**config.mk**
```make
export PLATFORM = sky130hd
export DESIGN_NAME = mdl_dacrx
export DESIGN_NICKNAME = d
export VERILOG_FILES = /design/src/rtl/ika2151_pkg.sv /design/src/rtl/mdl_dacrx_decode.sv /design/src/rtl/mdl_dacrx.sv
export SDC_FILE = /design/constraint.sdc
export NUM_CORES = 1
export LEC_CHECK = 0
export BUFFER_PORTS_ARGS = -buffer_cell sky130_fd_sc_hd__buf_2
export CAP_MARGIN = 10
export CELL_PAD_IN_SITES_DETAIL_PLACEMENT = 0
export CELL_PAD_IN_SITES_GLOBAL_PLACEMENT = 2
export CORE_UTILIZATION = 33
export CTS_CLUSTER_SIZE = 12
export DETAILED_ROUTE_END_ITERATION = 8
export GPL_ROUTABILITY_DRIVEN = 1
export GPL_TIMING_DRIVEN = 0
export HOLD_SLACK_MARGIN = 0.03
export PLACE_DENSITY = 0.78
export SYNTH_ARGS = -nofsm -noshare
export SYNTH_HDL_FRONTEND = slang
export SYNTH_SLANG_ARGS = --single-unit
export TNS_END_PERCENT = 5
```
**constraint.sdc**
```tcl
create_clock -name i_EMUCLK -period 1.8 [get_ports i_EMUCLK]
set_clock_uncertainty 0.05 [all_clocks]
set_input_delay 0.18 -clock i_EMUCLK [delete_from_list [all_inputs] [get_ports i_EMUCLK]]
set_output_delay 0.18 -clock i_EMUCLK [all_outputs]
set_load 0.005 [all_outputs]
```
**src/rtl/ika2151_pkg.sv**
```systemverilog
// Shared constants and types for the FM core DAC receive path.
package ika2151_pkg;

    localparam int SAMPLE_W       = 16;
    localparam int MANT_W         = 10;
    localparam int EXP_W          = 3;
    localparam int FRAME_MIN_BITS = 13;

    typedef struct packed {
        logic [EXP_W-1:0]  exp;
        logic [MANT_W-1:0] mant;
    } dac_float_t;

    // True when a latch would use fewer bits than a full float frame.
    function automatic logic frame_short(input logic [5:0] bits_seen);
        return (bits_seen < 6'(FRAME_MIN_BITS));
    endfunction

endpackage

```
**src/rtl/mdl_dacrx_decode.sv**
```systemverilog
// Float-to-linear conversion of one DAC frame: offset-binary mantissa scaled by 2^(exp-1).
module mdl_dacrx_decode
    import ika2151_pkg::*;
(
    input  dac_float_t                  flt,
    output logic signed [SAMPLE_W-1:0]  pcm
);

    logic signed [SAMPLE_W-1:0] base_s;

    // Flip the mantissa MSB to turn offset binary into two's complement, then scale.
    always_comb begin
        base_s = {{(SAMPLE_W-MANT_W+1){~flt.mant[MANT_W-1]}}, flt.mant[MANT_W-2:0]};
        if (flt.exp == 3'd0) begin
            pcm = 16'sd0;
        end else begin
            pcm = base_s <<< (flt.exp - 3'd1);
        end
    end

endmodule

```
**src/rtl/mdl_dacrx.sv**
```systemverilog
// Serial DAC receiver: deserialises SO on phi1 enables and latches per-channel samples on SH falls.
module mdl_dacrx
    import ika2151_pkg::*;
#(
    parameter bit MUTE_ON_ERR = 1'b0,
    parameter int SAT_CNT     = 31
)
(
    input  logic                 i_EMUCLK,
    input  logic                 i_RST,
    input  logic                 i_phi1_PCEN_n,
    input  logic                 i_SO,
    input  logic                 i_SH1,
    input  logic                 i_SH2,
    output logic [SAMPLE_W-1:0]  o_CH1,
    output logic [SAMPLE_W-1:0]  o_CH2,
    output logic                 o_CH1_VALID,
    output logic                 o_CH2_VALID,
    output logic                 o_FRAME_ERR
);

    logic [15:0]                sr_r;
    logic [15:0]                next_sr_s;
    logic [4:0]                 bitcnt_r;
    logic [5:0]                 bitcnt_inc_s;
    logic                       sh1_q_r;
    logic                       sh2_q_r;
    logic                       fall1_s;
    logic                       fall2_s;
    logic                       short_s;
    dac_float_t                 flt_s;
    logic signed [SAMPLE_W-1:0] pcm_s;
    logic signed [SAMPLE_W-1:0] latch_val_s;
    logic [SAMPLE_W-1:0]        ch1_r;
    logic [SAMPLE_W-1:0]        ch2_r;
    logic                       ch1_valid_r;
    logic                       ch2_valid_r;
    logic                       frame_err_r;

    // The captured frame includes the bit arriving in the latch cycle itself.
    always_comb begin
        next_sr_s    = {i_SO, sr_r[15:1]};
        bitcnt_inc_s = {1'b0, bitcnt_r} + 6'd1;
        fall1_s      = sh1_q_r & ~i_SH1;
        fall2_s      = sh2_q_r & ~i_SH2;
        short_s      = frame_short(bitcnt_inc_s);
        flt_s        = next_sr_s[15:3];
        if (MUTE_ON_ERR && short_s) begin
            latch_val_s = 16'sd0;
        end else begin
            latch_val_s = pcm_s;
        end
    end

    mdl_dacrx_decode u_decode (
        .flt (flt_s),
        .pcm (pcm_s)
    );

    // Shift, edge detect, bit counting and output latching, all gated by the phi1 enable.
    always_ff @(posedge i_EMUCLK or posedge i_RST) begin
        if (i_RST) begin
            sr_r        <= 16'd0;
            bitcnt_r    <= 5'd0;
            sh1_q_r     <= 1'b0;
            sh2_q_r     <= 1'b0;
            ch1_r       <= 16'd0;
            ch2_r       <= 16'd0;
            ch1_valid_r <= 1'b0;
            ch2_valid_r <= 1'b0;
            frame_err_r <= 1'b0;
        end else begin
            ch1_valid_r <= 1'b0;
            ch2_valid_r <= 1'b0;
            if (!i_phi1_PCEN_n) begin
                sr_r    <= next_sr_s;
                sh1_q_r <= i_SH1;
                sh2_q_r <= i_SH2;
                if (fall1_s || fall2_s) begin
                    bitcnt_r <= 5'd0;
                    if (short_s) begin
                        frame_err_r <= 1'b1;
                    end
                end else if (bitcnt_inc_s >= 6'(SAT_CNT)) begin
                    bitcnt_r <= 5'(SAT_CNT);
                end else begin
                    bitcnt_r <= bitcnt_inc_s[4:0];
                end
                if (fall1_s) begin
                    ch1_r       <= latch_val_s;
                    ch1_valid_r <= 1'b1;
                end
                if (fall2_s) begin
                    ch2_r       <= latch_val_s;
                    ch2_valid_r <= 1'b1;
                end
            end
        end
    end

    assign o_CH1       = ch1_r;
    assign o_CH2       = ch2_r;
    assign o_CH1_VALID = ch1_valid_r;
    assign o_CH2_VALID = ch2_valid_r;
    assign o_FRAME_ERR = frame_err_r;

endmodule

```
==> results of run 1 <==
area by class of cell:
type | instances | area [sq um]
well taps | 99 | 124
plain buffers | 16 | 98.8
repair buffers | 45 | 255
inverters | 9 | 41.3
clock inverters | 1 | 8.76
fillers | 748 | 4290
flip-flops and latches | 54 | 1350
clock buffers | 7 | 96.3
multi-input cells | 158 | 1140
cells by family after synthesis:
group                      after synthesis  synth area share, %
xor gates and xnor gates                 2                0.676
DFF                                     54                 52.1
muxes                                   26                 13.1
adders and majority gates                4                 1.93
buffers and inverters                   27                 5.60
and+or+nand+nor                         59                 9.99
AOI/OAI and AO/OA                       67                 16.5
layout by cell type (no fill, tap or decap), types with 3 or more instances in the layout:
| cell | instances |
|---|---|
| dfrtp_1 | 54 |
| buf_2 | 47 |
| nand2_1 | 43 |
| o21ai_1 | 29 |
| o21ai_0 | 13 |
| mux2_2 | 12 |
| a22oi_2 | 7 |
| clkbuf_8 | 7 |
| inv_1 | 6 |
| mux4_2 | 5 |
| mux2i_1 | 5 |
| buf_4 | 4 |
| nor2b_1 | 3 |
| nand3_1 | 3 |
| ha_1 | 3 |
where the power goes:
part / switching, uW / internal, uW
combinational: 592 / 583
sequential: 211 / 1510
clock: 404 / 353
total: 1210 / 2440
metrics by stage:
step	util, %	hold slack, ns
final	42.1	0.0644
after floorplan	-	0.280
after detailed placement	39.9	0.222
after global routing	42.1	0.0605
after global placement	39.7	0.380
after CTS	42.0	0.0549
worst register-to-register path: stages (launching register included):
cell and delay (ns):
dfrtp_1 0.41, buf_8 0.14, inv_8 0.05, ha_1 0.24
mux2_2 0.47, a32oi_2 0.27, o21ai_1 0.09
worst max path at each step:
stage	endpoint	slack, ns	cells after the start
2_1_floorplan	o_CH1[8]	-0.10	8
3_3_place_gp	sr_r[15]	-0.43	2
3_5_place_dp	o_CH2[12]	-0.31	8
4_1_cts	o_CH1[8]	-0.12	7
5_1_grt	o_CH1[8]	-0.14	6
6_report	o_CH1[5]	-0.02	6
registers in the layout, indices dropped and copies added (netlist names):
signal / count
o_CH1: 16
sh1_q_r: 1
o_FRAME_ERR: 1
o_CH1_VALID: 1
o_CH2_VALID: 1
bitcnt_r: 5
o_CH2: 16
sh2_q_r: 1
sr_r: 12
cell usage after synthesis, types with 3 or more instances:
library cell	count
a22oi_2	6
buf_2	9
buf_6	4
dfrtp_1	54
ha_1	4
inv_1	7
mux2_2	13
mux2i_1	7
mux4_2	5
nand2_1	43
nand3_1	3
nor2b_1	3
o21ai_0	16
o21ai_1	27
repair_timing:
action | in CTS | in global routing
endpoints found under the setup margin | 32 | 30
hold buffers | 1 | 0
setup buffers | 4 | 0
pin swaps | 8 | 3
endpoints found under the hold margin | 26 | 0
resized for setup | 6 | 5
metal layers:
metal / wire length (um) / vias up
met5: 0 / -
li1: - / 937
met4: 78 / 0
met3: 169 / 7
met1: 2690 / 930
met2: 2690 / 31
==> out/results.txt, run 1 <==
The floorplan step defined a die boundary enclosing 0.00821 sq mm. The final HPWL from detailed placement was 4.21 mm; the cell area reported after detailed placement was 0.00296 sq mm. The longest individual stage delay on the worst path came out at 0.47 ns. In this run the deepest clock path goes through 2 buffers. TritonCTS built the clock tree.

In the routed layout, each cell is associated on average with a via count of 4.90. The number of port buffers is 39. The post-route DRC violation count came out at 0. Maximum fanout count along the critical path: 8. The final reports fail on negative setup slack.

The worst register-to-register path ends at o_CH1[5]. The analysis attributes to cell leakage a power of 0.00146 uW. After the flow finishes, the layout carries non-filler instances totaling 389. The met3 track demand over resource is 2.36%, and the number of buffers created by CTS is 5.

The top flip-flop cell by instance count after synthesis is dfrtp_1. The worst hold path belongs to the class input port to flop. At the worst endpoint, the arrival time is 1.97 ns. Dividing the final minimum period by the clock period gives 101%. The overall power is 3650 uW, and the total length of routed wires is 5.62 mm.

Clock-pin slew was measured on the worst setup and hold paths at 0.10 ns. Setup repair after global routing could not meet its margin everywhere. The run gives 1,866 as the via count of the first global-routing pass. The first-pass GRT wire length is 9.52 mm, and the data required time at the worst endpoint is 1.94 ns. For the final weighted congestion in routability-driven placement, the log shows 0.757.

The time the worst path needs with I/O delays and setup was 1.82 ns; the worst slew slack as a fraction of its limit was 61.3%. For this run, the register share of the synthesized area comes to 52.1%. Yosys printed 0 warnings. Slowest stage cell on the critical path: mux2_2. The largest net degree at the start of global routing was 29; the global-route congestion overflow total was 0. Of the cells placed in the final design, the portion with a size suffix greater than 1 is 34.8%.

The tools report the final setup violation count as 8. The run gives 14.6% as the overall track demand over capacity in global routing. In this run the mean area of a mapped cell was 10.8 sq um. The standard-cell row count was 31; the count of boundary I/O pins was 41. In this run the worst setup path begins at sr_r[14].

In this run, synthesis inferred 0 flip-flops with an integrated enable. Global routing consumed, on the met2 layer, 24.4% of the routing resources. The timing-limited maximum frequency came out at 549 MHz.

After synthesis, the share of flip-flops with an asynchronous set or reset is 100%. The clock drives 54 sinks. In this run the horizontal extent of the chip is 90.6 um. The count of final hold-check violations is 0.

STA classifies the critical path startpoint as a flop. In the final routed layout, each cell accounts on average for 14.5 um. For the count of final max-slew check failures, the log shows 0.

The starting density of the core is 35.0%, and the slew at the pin closest to its max-slew limit is 0.580 ns. The mapped netlist covers 0.00259 sq mm. Summed over all instances, the cell type with the most area after synthesis is dfrtp_1. The run gives 0.00312 sq mm as the post-layout instance area. For the number of antenna diodes, the log shows 0. Yosys mapped the design onto 40 distinct sky130hd cell types. The area growth from synthesis to layout is 20.3%.

Once detail routing completed, the nets flagged for antenna violations numbered 0. Counting tap cells, the placed design contains a total of 378 instances. The tools report the setup TNS after final layout as -0.103 ns.

Number of cells traversed by the worst hold path: 2. The startpoint identified for the worst register-to-register timing path is sr_r[14]. The signal on the critical path passes through buf_8 > inv_8 > ha_1 > mux2_2 > a32oi_2 > o21ai_1. Total number of H-tree levels: 2. Counting flops and latches in the post-synthesis netlist gives 54. At the later pin of the worst-skew pair, clock insertion delay measures 0.31 ns. The combined buffer and inverter count along the critical path is 2. Layer with the highest usage: met2. By area the synthesized netlist is led by dfrtp_1 (52%), nand2_1 (6.2%), mux2_2 (5.6%). The die height was 90.6 um; the depth of the worst register-to-register path was 6.

The startpoint of the lowest-slack hold path was i_SH2. The worst supply voltage drop on vdd was 335 uV. The first detailed-routing pass took 4 iterations. The number of nets in the final layout is 299. After the first detailed-routing iteration, the DRC count stood at 67. The number of antenna violations at the first check in global routing was 0. Classification of the worst setup path: flop to flop. The top cell type by area accounts for 52.1% of the synthesized area.

The region available for standard cell placement spans 0.00741 sq mm. The logs give 0 for the total of max-cap violations and 19.3% for the met1 capacity usage during global routing. In this run the register-to-register setup slack is -0.02 ns.

Synthesis produced a netlist with a net count of 249. The sort of element at the end of the critical path is a flop. The flow ran to the end, but the final reports show violations. Grouping stages by cell kind, the critical path spends the most delay in multiplexers. The final critical-path setup slack was -0.0229 ns; the total number of vias was 1,905. The tools report the post-placement setup slack as -0.311 ns.

Clock tree synthesis selected as its root buffer the cell clkbuf_8. Power spread over the standard cell area amounts to 1170 mW/mm^2. The hold-critical path endpoint is sh2_q_r. For the post-synthesis instance total, the log shows 239.
No activity file was read; power rests on OpenSTA's default activity.
==> run 2: changes to the inputs <==
--- a/config.mk
+++ b/config.mk
@@ -9,6 +9,7 @@
 export CAP_MARGIN = 10
 export CELL_PAD_IN_SITES_DETAIL_PLACEMENT = 0
 export CELL_PAD_IN_SITES_GLOBAL_PLACEMENT = 2
+export CORE_ASPECT_RATIO = 0.75
 export CORE_UTILIZATION = 33
 export CTS_CLUSTER_SIZE = 12
 export DETAILED_ROUTE_END_ITERATION = 8
==> run 2 against run 1 <==
The flow still finishes with violations (negative setup slack). Die area about the same. Register-to-register slack got worse by 0.04 ns. First-iteration DRC count increased by 18%. Sequential power about the same. Worst setup slack got worse by 0.042 ns. Clock power increased by 9.8%. Critical path depth unchanged. Fmax decreased by 2.3%. Total power increased by 4.7%. Global-route usage increased by 1.1 points. Critical path type unchanged. Critical endpoint is now o_CH1[8]. Highest routed layer unchanged.
==> out/results.txt, run 2 (same netlist as run 1, synthesis figures left out) <==
The most common cell after layout, fill and taps aside is dfrtp_1 (unchanged). Setup repair after global routing could not meet its margin everywhere. The per-cell via count in the routed design came out at 4.93 (was 4.90). The signal arrival time at the worst endpoint was 2.02 ns (was 1.97 ns); the final HPWL from detailed placement was 4.37 mm (was 4.21 mm). For the proportion of power drawn by flip-flops and latches, the log shows 45.4% (was 47.0%). The area enclosed by the die boundary was 0.00821 sq mm (about the same). The standard-cell row count is 27 (was 31), and the horizontal extent of the die is 104 um (was 90.6 um). The die height was 78.7 um (was 90.6 um); the via count of the first global-routing pass was 1,906 (was 1,866). The share of the clock period used by the worst path is 104% (was 101%), and the net switching power is 1260 uW (was 1210 uW). The total length of routed wires is 5.95 mm (was 5.62 mm). The run gives 3820 uW (was 3650 uW) as the overall power. The longest individual stage delay on the worst path is 0.56 ns (was 0.47 ns).

Violated checks: negative setup slack (unchanged). Maximum fanout count along the critical path: 5 (was 8). The number of DRC markers after the initial detailed-route iteration was 79 (was 67); the per-cell routed wire length was 15.1 um (was 14.5 um). The final critical-path setup slack was -0.0648 ns (was -0.0229 ns). The tools report the final weighted congestion in routability-driven placement as 0.805 (was 0.757). The net switching share of the total power is 33.0% (was 33.1%). Count of final max-slew check failures: 0 (unchanged). The total iterations of the first detailed-routing run was 4 (unchanged); the global-route congestion overflow total was 0 (unchanged). The tools report the portion of total power attributed to the clock network as 21.8% (was 20.8%). The number of buffers created by CTS was 5 (unchanged); the CTS clock-pin slew for the worst setup and hold paths was 0.10 ns (about the same).

The share of final-layout standard cells stronger than drive strength 1 was 36.7% (was 34.8%). The slowest stage cell on the critical path is mux4_2 (was mux2_2). The tools report the worst-skew pair later-pin latency as 0.31 ns (about the same). The final design utilization is 42.6% (was 42.1%). The total number of vias came out at 1,946 (was 1,905). The data required time at the worst endpoint came out at 1.95 ns (was 1.94 ns).

The tools report the sort of element at the end of the critical path as a flop (unchanged). The depth of the worst register-to-register path is 6 (unchanged), and the count of boundary I/O pins is 41 (unchanged). Critical path cell sequence: buf_8 > inv_8 > ha_4 > mux4_2 > a22oi_2 > o21ai_1 (was buf_8 > inv_8 > ha_1 > mux2_2 > a32oi_2 > o21ai_1). For the final setup violation count, the log shows 8 (unchanged). Number of port buffers: 39 (unchanged). For the number of buffers on the longest clock path, the log shows 2 (unchanged). The tools report the first-pass GRT wire length as 10.1 mm (was 9.52 mm). The residual antenna-violating net count after detailed routing was 0 (unchanged); the starting density of the core was 34.7% (was 35.0%). The power density of the placed cells was 1200 mW/mm^2 (was 1170 mW/mm^2); the number of nets in the final layout was 303 (was 299). The worst supply voltage drop on vdd came out at 430 uV (was 335 uV). The post-route DRC violation count came out at 0 (unchanged). Kind of path behind the tightest hold check: input port to flop (unchanged). The internal power component was 2560 uW (was 2440 uW). The run gives 0 (unchanged) as the count of final hold-check violations. TritonCTS built the clock tree. Startpoint type of the worst setup path: a flop (unchanged). The run finished, with violations left. For the timing-limited maximum frequency, the log shows 536 MHz (was 549 MHz).

The run gives 0.00747 sq mm (was 0.00741 sq mm) as the area of the core. Total number of H-tree levels: 2 (unchanged). The area growth from synthesis to layout came out at 22.8% (was 20.3%). Leading cell types in the layout, fill and taps excluded: dfrtp_1 (54), buf_2 (47), nand2_1 (43), o21ai_1 (30), o21ai_0 (12) (was dfrtp_1 (54), buf_2 (47), nand2_1 (43), o21ai_1 (29), o21ai_0 (13)). The number of antenna violations at the first check in global routing came out at 0 (unchanged). Overall track demand over capacity in global routing: 15.8% (was 14.6%). The time the worst path needs with I/O delays and setup was 1.86 ns (was 1.82 ns). The number of antenna diodes was 0 (unchanged). The combinational group share of total power came out at 32.8% (was 32.2%). The classification of the worst setup path is flop to flop (unchanged).

The leakage power total was 0.00149 uW (was 0.00146 uW). The largest net degree at the start of global routing was 29 (unchanged); the worst slew slack as a fraction of its limit was 61.0% (was 61.3%). The number of cells traversed by the worst hold path is 2 (unchanged).

The slew at the pin closest to its max-slew limit is 0.584 ns (was 0.580 ns). The root cell of the clock tree is clkbuf_8 (unchanged). The logs give 0 (unchanged) for the total of max-cap violations and 54 (unchanged) for the count of clock tree sinks.
## run 2: worst paths after layout
check / from / to / slack [ns]
max: sr_r[14] / o_CH1[8] / -0.06
min: i_SH2 / sh2_q_r / 0.06
max reg2reg: sr_r[14] / o_CH1[8] / -0.06
min reg2reg: o_FRAME_ERR / o_FRAME_ERR / 0.42
max in group asynchronous: i_RST / o_CH2[14] / 0.72
min in group asynchronous: i_RST / o_CH1[4] / 0.42
## run 2: final cells by class
class / instances / area [sq um]
buffer: 16 / 103
clock buffer: 5 / 68.8
clock inverter: 3 / 47.5
fill: 751 / 4280
inverter: 9 / 41.3
multi-input combinational: 158 / 1160
sequential: 54 / 1350
tap: 101 / 126
timing repair buffer: 49 / 289
## run 2: critical path, delay by kind of cell, from the launching register on
kind	cells	cell delay, ns
AOI/OAI and AO/OA	2	0.29
muxes	1	0.56
buffers and inverters	2	0.17
DFF	1	0.40
adders and majority gates	1	0.31
## run 2: per-stage QoR
stage	std cells	setup TNS (ns)	area, sq um	hold WS (ns)	setup slack, ns
5_1_grt	395	-1.97	3180	0.0587	-0.158
3_3_place_gp	379	-29.53	2940	0.386	-0.452
6_report	395	-0.291	3180	0.0623	-0.0648
4_1_cts	393	-1.16	3150	0.0544	-0.0999
3_5_place_dp	380	-5.54	2960	0.227	-0.330
2_1_floorplan	239	-1.36	2620	0.280	-0.101
## run 2: power by group through the flow
stage,logic [uW],registers (uW),clock network (uW)
6_report,1250,1740,831
5_1_grt,1400,1780,905
4_1_cts,1230,1730,870
3_5_place_dp,1150,1750,0
3_3_place_gp,1150,1740,0
2_1_floorplan,735,1720,0
## run 2: repair_timing
item                                    4_1_cts  5_1_grt
endpoints found under the hold margin        26        0
buffers inserted                              5        3
endpoints found under the setup margin       32       31
resized for setup                            10        8
hold buffers                                  1        0
pin swaps                                     6        5
## run 2: metal layers
layer | up-vias | routed length [um] | global-route usage (%)
li1 | 946 | - | -
met1 | 957 | 3190 | 23.4
met2 | 38 | 2510 | 23.3
met3 | 5 | 210 | 3.12
met4 | 0 | 44 | 4.29
met5 | - | 0 | 0
